## config.mk

```make
export PLATFORM = sky130hd
export DESIGN_NAME = cdf_scan_engine
export DESIGN_NICKNAME = d
export VERILOG_FILES = /design/src/rtl/cdf_scan_pkg.sv /design/src/rtl/acc_sat_add.sv /design/src/rtl/cdf_scan_engine.sv
export SDC_FILE = /design/constraint.sdc
export NUM_CORES = 1
export LEC_CHECK = 0
export CAP_MARGIN = 0
export CORE_ASPECT_RATIO = 1.25
export CORE_MARGIN = 3
export CORE_UTILIZATION = 25
export CTS_BUF_LIST = sky130_fd_sc_hd__clkbuf_2 sky130_fd_sc_hd__clkbuf_4 sky130_fd_sc_hd__clkbuf_8
export CTS_CLUSTER_SIZE = 24
export DETAILED_ROUTE_END_ITERATION = 7
export SKIP_CTS_REPAIR_TIMING = 1
export SKIP_LAST_GASP = 1
export SYNTH_ARGS = -nofsm -noshare
export SYNTH_HDL_FRONTEND = slang
export SYNTH_HIERARCHICAL = 1
export SYNTH_SLANG_ARGS = --single-unit
```

## constraint.sdc

```tcl
create_clock -name clk -period 9.02 [get_ports clk]
set_clock_uncertainty 0.15 [all_clocks]
set_input_delay 0.902 -clock clk [delete_from_list [all_inputs] [get_ports clk]]
set_output_delay 0.902 -clock clk [all_outputs]
set_load 0.1 [all_outputs]
```

## src/rtl/cdf_scan_pkg.sv

```systemverilog
// Shared types and helpers for the CDF scan engine: FSM encoding, address
// width derivation and the accumulator clamp value.
package cdf_scan_pkg;

  typedef logic [1:0] state_t;

  localparam state_t IDLE  = 2'd0;
  localparam state_t READ  = 2'd1;
  localparam state_t DRAIN = 2'd2;
  localparam state_t FIN   = 2'd3;

  function automatic int addr_w(input int n);
    return (n <= 2) ? 1 : $clog2(n);
  endfunction

  function automatic logic [63:0] acc_max(input int w);
    return {64{1'b1}} >> (64 - w);
  endfunction

endpackage

```

## src/rtl/acc_sat_add.sv

```systemverilog
// Single W-bit adder with carry out; optionally clamps to all-ones on carry.
module acc_sat_add
  import cdf_scan_pkg::*;
#(
  parameter int W        = 16,
  parameter int SATURATE = 1
) (
  input  logic [W-1:0] a,
  input  logic [W-1:0] b,
  output logic [W-1:0] sum,
  output logic         carry
);

  localparam logic [W-1:0] MAX = W'(acc_max(W));

  logic [W:0] raw;

  assign raw   = {1'b0, a} + {1'b0, b};
  assign carry = raw[W];
  assign sum   = (SATURATE != 0 && carry) ? MAX : raw[W-1:0];

endmodule

```

## src/rtl/cdf_scan_engine.sv

```systemverilog
// Sequential prefix-sum engine: streams N_BINS bins from a sync-read RAM,
// writes running sums one per cycle, reports total / first non-zero / overflow.
module cdf_scan_engine
  import cdf_scan_pkg::*;
#(
  parameter int  N_BINS   = 256,
  parameter int  DATA_W   = 16,
  parameter int  ACC_W    = 16,
  parameter int  SATURATE = 1,
  localparam int ADDR_W   = addr_w(N_BINS)
) (
  input  logic              clk,
  input  logic              rst_n,
  input  logic              start,
  input  logic              excl,
  output logic              rd_en,
  output logic [ADDR_W-1:0] rd_addr,
  input  logic [DATA_W-1:0] rd_data,
  output logic              wr_en,
  output logic [ADDR_W-1:0] wr_addr,
  output logic [ACC_W-1:0]  wr_data,
  output logic              busy,
  output logic              done,
  output logic [ACC_W-1:0]  total,
  output logic [ACC_W-1:0]  cdf_min,
  output logic              overflow
);

  localparam int STAGES = 2;
  localparam logic [ADDR_W-1:0] LAST = ADDR_W'(N_BINS - 1);

  state_t              state;
  logic [ADDR_W-1:0]   cnt;
  logic [ADDR_W-1:0]   addr_d1;
  logic [STAGES:1]     vld_pipe;
  logic                excl_q;
  logic                found;
  logic [ACC_W-1:0]    acc;
  logic [ACC_W-1:0]    inc;
  logic                carry;

  assign rd_en   = (state == READ);
  assign rd_addr = rd_en ? cnt : '0;
  assign wr_en   = vld_pipe[STAGES];
  assign busy    = (state == READ) || (state == DRAIN);
  assign done    = (state == FIN);

  acc_sat_add #(.W(ACC_W), .SATURATE(SATURATE)) u_add (
    .a     (acc),
    .b     (ACC_W'(rd_data)),
    .sum   (inc),
    .carry (carry)
  );

  always_ff @(posedge clk or negedge rst_n) begin
    if (!rst_n) begin
      state    <= IDLE;
      cnt      <= '0;
      addr_d1  <= '0;
      vld_pipe <= '0;
      excl_q   <= 1'b0;
      found    <= 1'b0;
      acc      <= '0;
      wr_addr  <= '0;
      wr_data  <= '0;
      total    <= '0;
      cdf_min  <= '0;
      overflow <= 1'b0;
    end else begin
      vld_pipe <= {vld_pipe[STAGES-1:1], rd_en};
      addr_d1  <= rd_addr;

      // Stage 2: rd_data for the bin read last cycle is on the bus now.
      if (vld_pipe[1]) begin
        acc     <= inc;
        wr_addr <= addr_d1;
        wr_data <= excl_q ? acc : inc;
        if (carry) overflow <= 1'b1;
        if (!found && inc != '0) begin
          found   <= 1'b1;
          cdf_min <= inc;
        end
      end

      case (state)
        IDLE: if (start) begin
          state    <= READ;
          cnt      <= '0;
          excl_q   <= excl;
          acc      <= '0;
          overflow <= 1'b0;
          cdf_min  <= '0;
          found    <= 1'b0;
        end
        READ: begin
          cnt <= cnt + 1'b1;
          if (cnt == LAST) begin
            state <= DRAIN;
            cnt   <= '0;
          end
        end
        DRAIN: begin
          cnt <= cnt + 1'b1;
          // Pipeline has fully retired by the second drain cycle.
          if (cnt == ADDR_W'(1)) begin
            state <= FIN;
            total <= acc;
            cnt   <= '0;
          end
        end
        default: state <= IDLE;
      endcase
    end
  end

endmodule

```

# Word-level counts from Yosys, hierarchy flattened
# Index checks and enable logic that the tools add are counted.
# totals
latchBits,0
inputBits,20
mem_bits_rw,0
n_memories,0
register_bits,95
mem_bits_ro,0
# classes
order_cmp,0
n_reduce_logical,10
n_shift,0
n_bitwise,0
n_eq_ne,8
muxes,26
n_div,0
n_mul,0
add_sub_neg,2
# ops
cell,n
16-bit 2-to-1 mux,9
8-bit 2-to-1 mux,4
8-bit one-hot mux with 3 select lines,1
16-bit by 16-bit adder with 17-bit output,1
16-bit nonzero test,1
8-bit by 1-bit adder with 8-bit output (second input constant),1
8-bit by 1-bit == test with 1-bit output (second input constant),1
8-bit == test (second input constant),1
1-bit 2-to-1 mux,8
2-bit 2-to-1 mux,3
2-bit one-hot mux with 3 select lines,1
2-bit AND reduction,3
2-bit == test (second input constant),2
2-bit by 1-bit inequality test with 1-bit output (second input constant),2
3-bit AND reduction,1
3-bit nonzero test,1
2-bit by 1-bit == test with 1-bit output (second input constant),1
2-bit logical NOT,1
2-bit inequality test (second input constant),1
1-bit logical AND,1
1-bit logical NOT,1
1-bit logical OR,1

# Longest topological paths before layout
# Gate-level depths: netlist of the first run.
# depth
ltp_word,8
depth_mapped,13
depth_no_buf,12

# Modules after synthesis
# Netlist of the first run, hierarchy kept.
# by_module_without_submodules
module,area_each_um2,n_inst,seq_area_each_um2,cells_each
cdf_scan_engine,4017.6,1,2377.3,328
acc_sat_add,870.8,1,0.0,116

# Worst setup path before layout of the first run
# No wires, ideal clock.
# synth_timing
path_kind,input to register
startpoint,input port rd_data[0]
endpoint,register cdf_min[10]
path_slack_ps,5031
required_time_ps,8738
arrival_ps,3708
stages,13
path_cell_list,ha_1 > fa_1 > a21oi_1 > o21ai_1 > a2111oi_1 > nor3_1 > xnor2_1 > nand2_1 > nor4_1 > a41oi_2 > buf_6 > mux2i_1 > nor2_1
# synth_between
elab_chain_cells,8
# synth_rtl
item,line_no,source
start: declaration,cdf_scan_engine.sv:18,"input logic [DATA_W-1:0] rd_data,"
16-bit by 16-bit adder with 17-bit output *,acc_sat_add.sv:18,"assign raw = {1'b0, a} + {1'b0, b};"
16-bit 2-to-1 mux *,acc_sat_add.sv:20,assign sum = (SATURATE != 0 && carry) ? MAX : raw[W-1:0];
via inc[8],cdf_scan_engine.sv:39,logic [ACC_W-1:0] inc;
16-bit nonzero test *,cdf_scan_engine.sv:79,if (!found && inc != '0) begin
1-bit logical AND *,cdf_scan_engine.sv:79,
16-bit 2-to-1 mux *,cdf_scan_engine.sv:79,
16-bit 2-to-1 mux *,cdf_scan_engine.sv:74,if (vld_pipe[1]) begin
16-bit 2-to-1 mux,cdf_scan_engine.sv:86,IDLE: if (start) begin
16-bit 2-to-1 mux *,cdf_scan_engine.sv:85,case (state)
end signal: assignment,cdf_scan_engine.sv:81,cdf_min <= inc;
end: declaration,cdf_scan_engine.sv:25,"output logic [ACC_W-1:0] cdf_min,"
# Mark *: on every way through the listed nets, which the timed path passes. The rest lies on a longest branch.
# A chain may end at the register's enable or synchronous reset.

# Worst setup path after layout of the first run
# Ends and elaborated chain as after synthesis.

==> results.yml, run 1 <==
sta:
  min_period_ns: 4.72
  setup_viol: 0
  worst_pin_slew_ns: 1.03
  max_freq_mhz: 212
  drv_slew: 0
  slew_headroom_pct: 31.3
  tns_ns: 0
  rsz0062_at_grt: "false"
  finalHoldViolCount: 0
  fin_crit_sh_pct: 52.4
detailed_routing:
  post-route-drc-count: 0
  wirelength_mm: 12.8
  drt_iter0_drc: 242
  vias: 3664
  post_drt_via_cell_ratio: 4.61
  drt-wirelength-per-cell_um: 16.2
  antenna_left: 0
  first_pass_iters: 6
synth:
  syn_avg_cell_area_um2: 11.0
  synthesis.instances: 444
  ys_seq_area_share_pct: 48.6
  yosysMostFrequentCell: "dfrtp_1"
  ys_ff_latch: 95
  synth_cell_types: 65
  synthFlopType: "dfrtp_1"
  synth_edf_count: 0
  synth_top_area_cell: "dfrtp_1"
  synth_common_cells: "dfrtp_1 (95), nor2_1 (57), mux2i_1 (50)"
  syn_area_um2: 4890
  ys_async_sr_fraction_pct: 100
  synth_warnings: 6
  synth_top_area_share_pct: 48.6
  synth_area_leaders: "dfrtp_1 (49%), mux2i_1 (10%), mux2_2 (5.8%)"
  postSynthNetCount: 487
job:
  drv_cap: 0
floorplan:
  core-area_um2: 19000
  die_h_um: 162
  io_pins: 89
  dieArea_um2: 21300
  dieWidth_um: 131
  rows: 56
  start_util_pct: 25.7
clock_tree:
  cts.clk_slew.worst_paths_ns: 0.10
  cts_made_buffers: 9
  cts_max_level: 3
  cts_tree: "yes"
  cts_sinks: 95
  cts-root-buf: "clkbuf_8"
  worstSkewPairLatency_ns: 0.37
  clockBufferDepth: 2
grt:
  grt_pass1_wl_mm: 20.9
  busiest_layer: "met2"
  globalRouteOverflowTotal: 0
  antenna_found_initial: 0
  grtUsageTotal_pct: 12.5
  met2_usage_pct: 21.1
  met1_usage_pct: 15.6
  use_met3_pct: 3.35
  grt_pass1_vias: 3905
  grt_max_degree: 69
setup_path:
  crit_path_end_kind: "flop"
  startpoint: "rd_data[0]"
  required_ns: 9.12
  worstSetupPathType: "primary input to flop"
  worstPathArrival_ns: 4.82
  ff2ff_path_depth: 13
  r2r-end: "cdf_min[10]"
  worstSetupStartpointType: "primary input"
  reg2reg_slack_ns: 4.85
  crit_fanout: 10
  r2r_start: "acc[0]"
placed_design:
  dpl.hpwl_mm: 9.25
  io_buffers: 88
  routabilityCongestion: 0.844
status:
  status: "complete, no violations"
layout:
  final_nets: 572
  synthToLayoutAreaGrowth_pct: 27.5
  num-fill-cells: 1890
  antennaDiodeCount: 0
  drive_gt1_share_pct: 12.5
min_path:
  hold_path.class: "primary input to asynchronous set/reset pin"
==> through the flow <==
step	area (um2)	cells	util (%)	worst slack [ns]	hold slack [ns]
floorplan	4890	444	-	5.03	0.202
global placement	6040	779	31.8	4.11	0.308
detailed placement	6040	779	31.8	3.95	0.314
CTS	6230	795	32.8	4.34	0.280
global route	6230	795	32.8	3.99	0.293
finish	6230	795	32.8	4.30	0.293
==> logic make-up after synthesis <==
kind of cell | share of synthesized area (%)
AND/OR/NAND/NOR | 13.6
flip-flops | 48.6
multiplexers | 16.2
AO/OA/AOI/OAI | 10.9
buffers and inverters | 2.48
adder cells (fa/ha/maj) | 6.04
XOR/XNOR | 2.15
==> cells in the final DEF (no fill, tap or decap), drive strengths merged, types with 4 or more instances in the layout <==
cell type / count
a21oi: 32
and2: 9
buf: 5
clkbuf: 9
clkdlybuf4s50: 87
dfrtp: 95
ha: 22
inv: 15
mux2: 26
mux2i: 50
nand2: 31
nand2b: 6
nand3: 8
nand4: 4
nor2: 57
nor3: 4
nor4: 7
o211ai: 6
o21ai: 5
o31ai: 4
xnor2: 9
==> flip-flops by register name (all words and copies together), names as in the netlist <==
register and flops:
addr_d1 8, wr_data 16, overflow 1, state 2, vld_pipe 2, wr_addr 8
found 1, excl_q 1, total 16, cdf_min 16, acc 16, cnt 8
==> worst max-delay path, cell delays in order <==
cell             delay [ns]
clkdlybuf4s50_1        0.45
ha_1                   0.23
fa_1                   0.41
a21oi_1                0.36
o21ai_1                0.16
a2111oi_1              0.49
nor3_1                 0.12
xnor2_1                0.17
nand2_1                0.13
nor4_1                 0.44
a41oi_2                0.38
buf_4                  0.33
mux2i_1                0.17
nor2_1                 0.06
==> layer usage <==
layer,part of all wire (%),routed length [um]
met1,42,5400
met4,1.5,193
met5,0,0
met3,6.2,793
met2,50,6460
==> layout make-up <==
cell class	instances	area, um2	area share [%]
multi-input combinational	320	2390	38.4
clock inverter	7	62.6	1.00
tap	261	327	5.24
inverter	11	41.3	0.663
clock buffer	9	124	1.99
sequential	95	2380	38.2
timing repair buffer	92	908	14.6
==> worst max-delay path by stage <==
stage          slack [ns]           to
2_1_floorplan        5.03  cdf_min[10]
3_3_place_gp         4.11  cdf_min[11]
3_5_place_dp         3.95  cdf_min[10]
4_1_cts              4.34  cdf_min[10]
5_1_grt              3.99   cdf_min[5]
6_report             4.30  cdf_min[10]
Power of run 1 is left out: the tool's default activity adds up to more than one toggle a clock period on the data nets, which glitch-free logic cannot reach.
==> run 2: changes to the inputs <==
==> constraint.sdc (replaced) <==
create_clock -name clk -period 4 [get_ports clk]
set_clock_uncertainty 0.15 [all_clocks]
set_input_delay 0.4 -clock clk [delete_from_list [all_inputs] [get_ports clk]]
set_output_delay 0.4 -clock clk [all_outputs]
set_load 0.1 [all_outputs]
==> run 2 against run 1 <==
Effect of this change: core utilization rose by 0.47 points; setup slack got worse by 3.9 ns; sequential share of layout area decreased by 0.54 points; worst hold slack improved by 0.041 ns; first-iteration DRC count decreased by 21%; cell count increased by 1.6%; clock-buffer cell count rose by 1; largest cell class unchanged; critical endpoint is now cdf_min[1]; wire length rose by 0.44%; die area unchanged.
==> results.yml, run 2 (synthesis gave the netlist of run 1 again) <==
setup_path:
  startpoint: "acc[0]"
  worstSetupPathType: "flop to flop"
  crit_path_end_kind: "flop"
  r2r-end: "cdf_min[1]"
  r2r_start: "acc[0]"
  critPathCapture: "cdf_min[1]"
  crit_path_frequent_cell: "buf_4"
  path_delay_family: "compound AO/OA/AOI/OAI gates"
  reg2reg_slack_ns: 0.35
  worstPathArrival_ns: 3.75
  critPathBufInv: 2
  slowest_stage: "dfrtp_1"
  required_ns: 4.10
  critPathMaxStageDelay_ns: 0.44
  crit_fanout: 6
  worstSetupStartpointType: "flop"
  ff2ff_path_depth: 14
  cp_num_cells: 14
  crit_chain: "ha_1, fa_1, a21oi_1, o21ai_1, a2111oi_1, nor3_1, xnor2_1, nand2_1, nor4_1, buf_4, a41oi_2, buf_4, mux2i_1, nor2_1"
sta:
  fin_crit_sh_pct: 91.2
  worst_pin_slew_ns: 1.04
  rsz0062_at_grt: "false"
  max_freq_mhz: 274
  tns_ns: 0
  slew_headroom_pct: 30.1
  setup_viol: 0
  min_period_ns: 3.65
  timing.final.ws_setup_ns: 0.353
  finalHoldViolCount: 0
  drv_slew: 0
grt:
  antenna_found_initial: 0
  grtUsageTotal_pct: 12.5
  grt_max_degree: 36
  globalRouteOverflowTotal: 0
  grt_pass1_wl_mm: 20.7
  grt_pass1_vias: 3873
detailed_routing:
  vias: 3693
  antenna_left: 0
  drt-wirelength-per-cell_um: 16.0
  drt_iter0_drc: 192
  wirelength_mm: 12.9
  post_drt_via_cell_ratio: 4.57
  first_pass_iters: 6
  post-route-drc-count: 0
floorplan:
  dieWidth_um: 131
  rows: 56
  die_h_um: 162
  core-area_um2: 19000
  start_util_pct: 25.7
  io_pins: 89
  dieArea_um2: 21300
clock_tree:
  cts_sinks: 95
  cts_made_buffers: 9
  worstSkewPairLatency_ns: 0.38
  cts_tree: "yes"
  clockBufferDepth: 2
  cts.clk_slew.worst_paths_ns: 0.11
  cts-root-buf: "clkbuf_8"
  cts_max_level: 3
layout:
  final_nets: 585
  drive_gt1_share_pct: 15.7
  stdcell_count: 808
  num-fill-cells: 1914
  layout_commonest_cell: "dfrtp_1"
  final_cell_mix: "dfrtp_1 (94), clkdlybuf4s50_1 (80), nor2_1 (57)"
  synthToLayoutAreaGrowth_pct: 29.3
  antennaDiodeCount: 0
placed_design:
  dp_slack_ns: -0.0112
  io_buffers: 88
  dpl.hpwl_mm: 9.54
  dp.cells: 791
  routabilityCongestion: 0.844
status:
  status: "complete, no violations"
min_path:
  hold_path.class: "flop to flop"
job:
  drv_cap: 0
## run 2: worst min-delay path by stage
stage          startpoint           to  slack [ns]  cells past startpoint
2_1_floorplan       rst_n       acc[0]       -0.05                      0
3_3_place_gp        rst_n    total[13]        0.22                      1
3_5_place_dp        rst_n  wr_data[14]        0.23                      1
4_1_cts             rst_n       acc[4]       -0.20                      1
5_1_grt        addr_d1[2]   wr_addr[2]        0.36                      1
6_report       addr_d1[6]   wr_addr[6]        0.33                      1
## run 2: cell type report
cell class              count  area (um2)  share of cell area [%]
well taps                 261         327                    5.17
flip-flops and latches     95        2380                    37.6
clock inverters             6        55.1                   0.871
inverters                  11        41.3                   0.653
repair buffers            105         991                    15.7
clock buffers              10         138                    2.18
multi-input cells         320        2390                    37.8
## run 2: routing by layer
layer | global-route usage [%] | up-vias | routed length [um] | part of all wire [%]
met2 | 20.9 | 86 | 6460 | 50
met4 | 4.30 | 0 | 216 | 1.7
met5 | 0 | - | 0 | 0
li1 | - | 1770 | - | -
met1 | 15.3 | 1824 | 5550 | 43
met3 | 3.35 | 13 | 682 | 5.3
## run 2: per-stage QoR
step | util (%) | instance area, um2 | hold slack, ns
2_1_floorplan | - | 4890 | -0.0456
3_3_place_gp | 32.2 | 6120 | 0.225
3_5_place_dp | 32.2 | 6120 | 0.230
4_1_cts | 33.2 | 6310 | -0.201
5_1_grt | 33.3 | 6320 | 0.360
6_report | 33.3 | 6320 | 0.334
Power of run 2 is left out for the same reason.
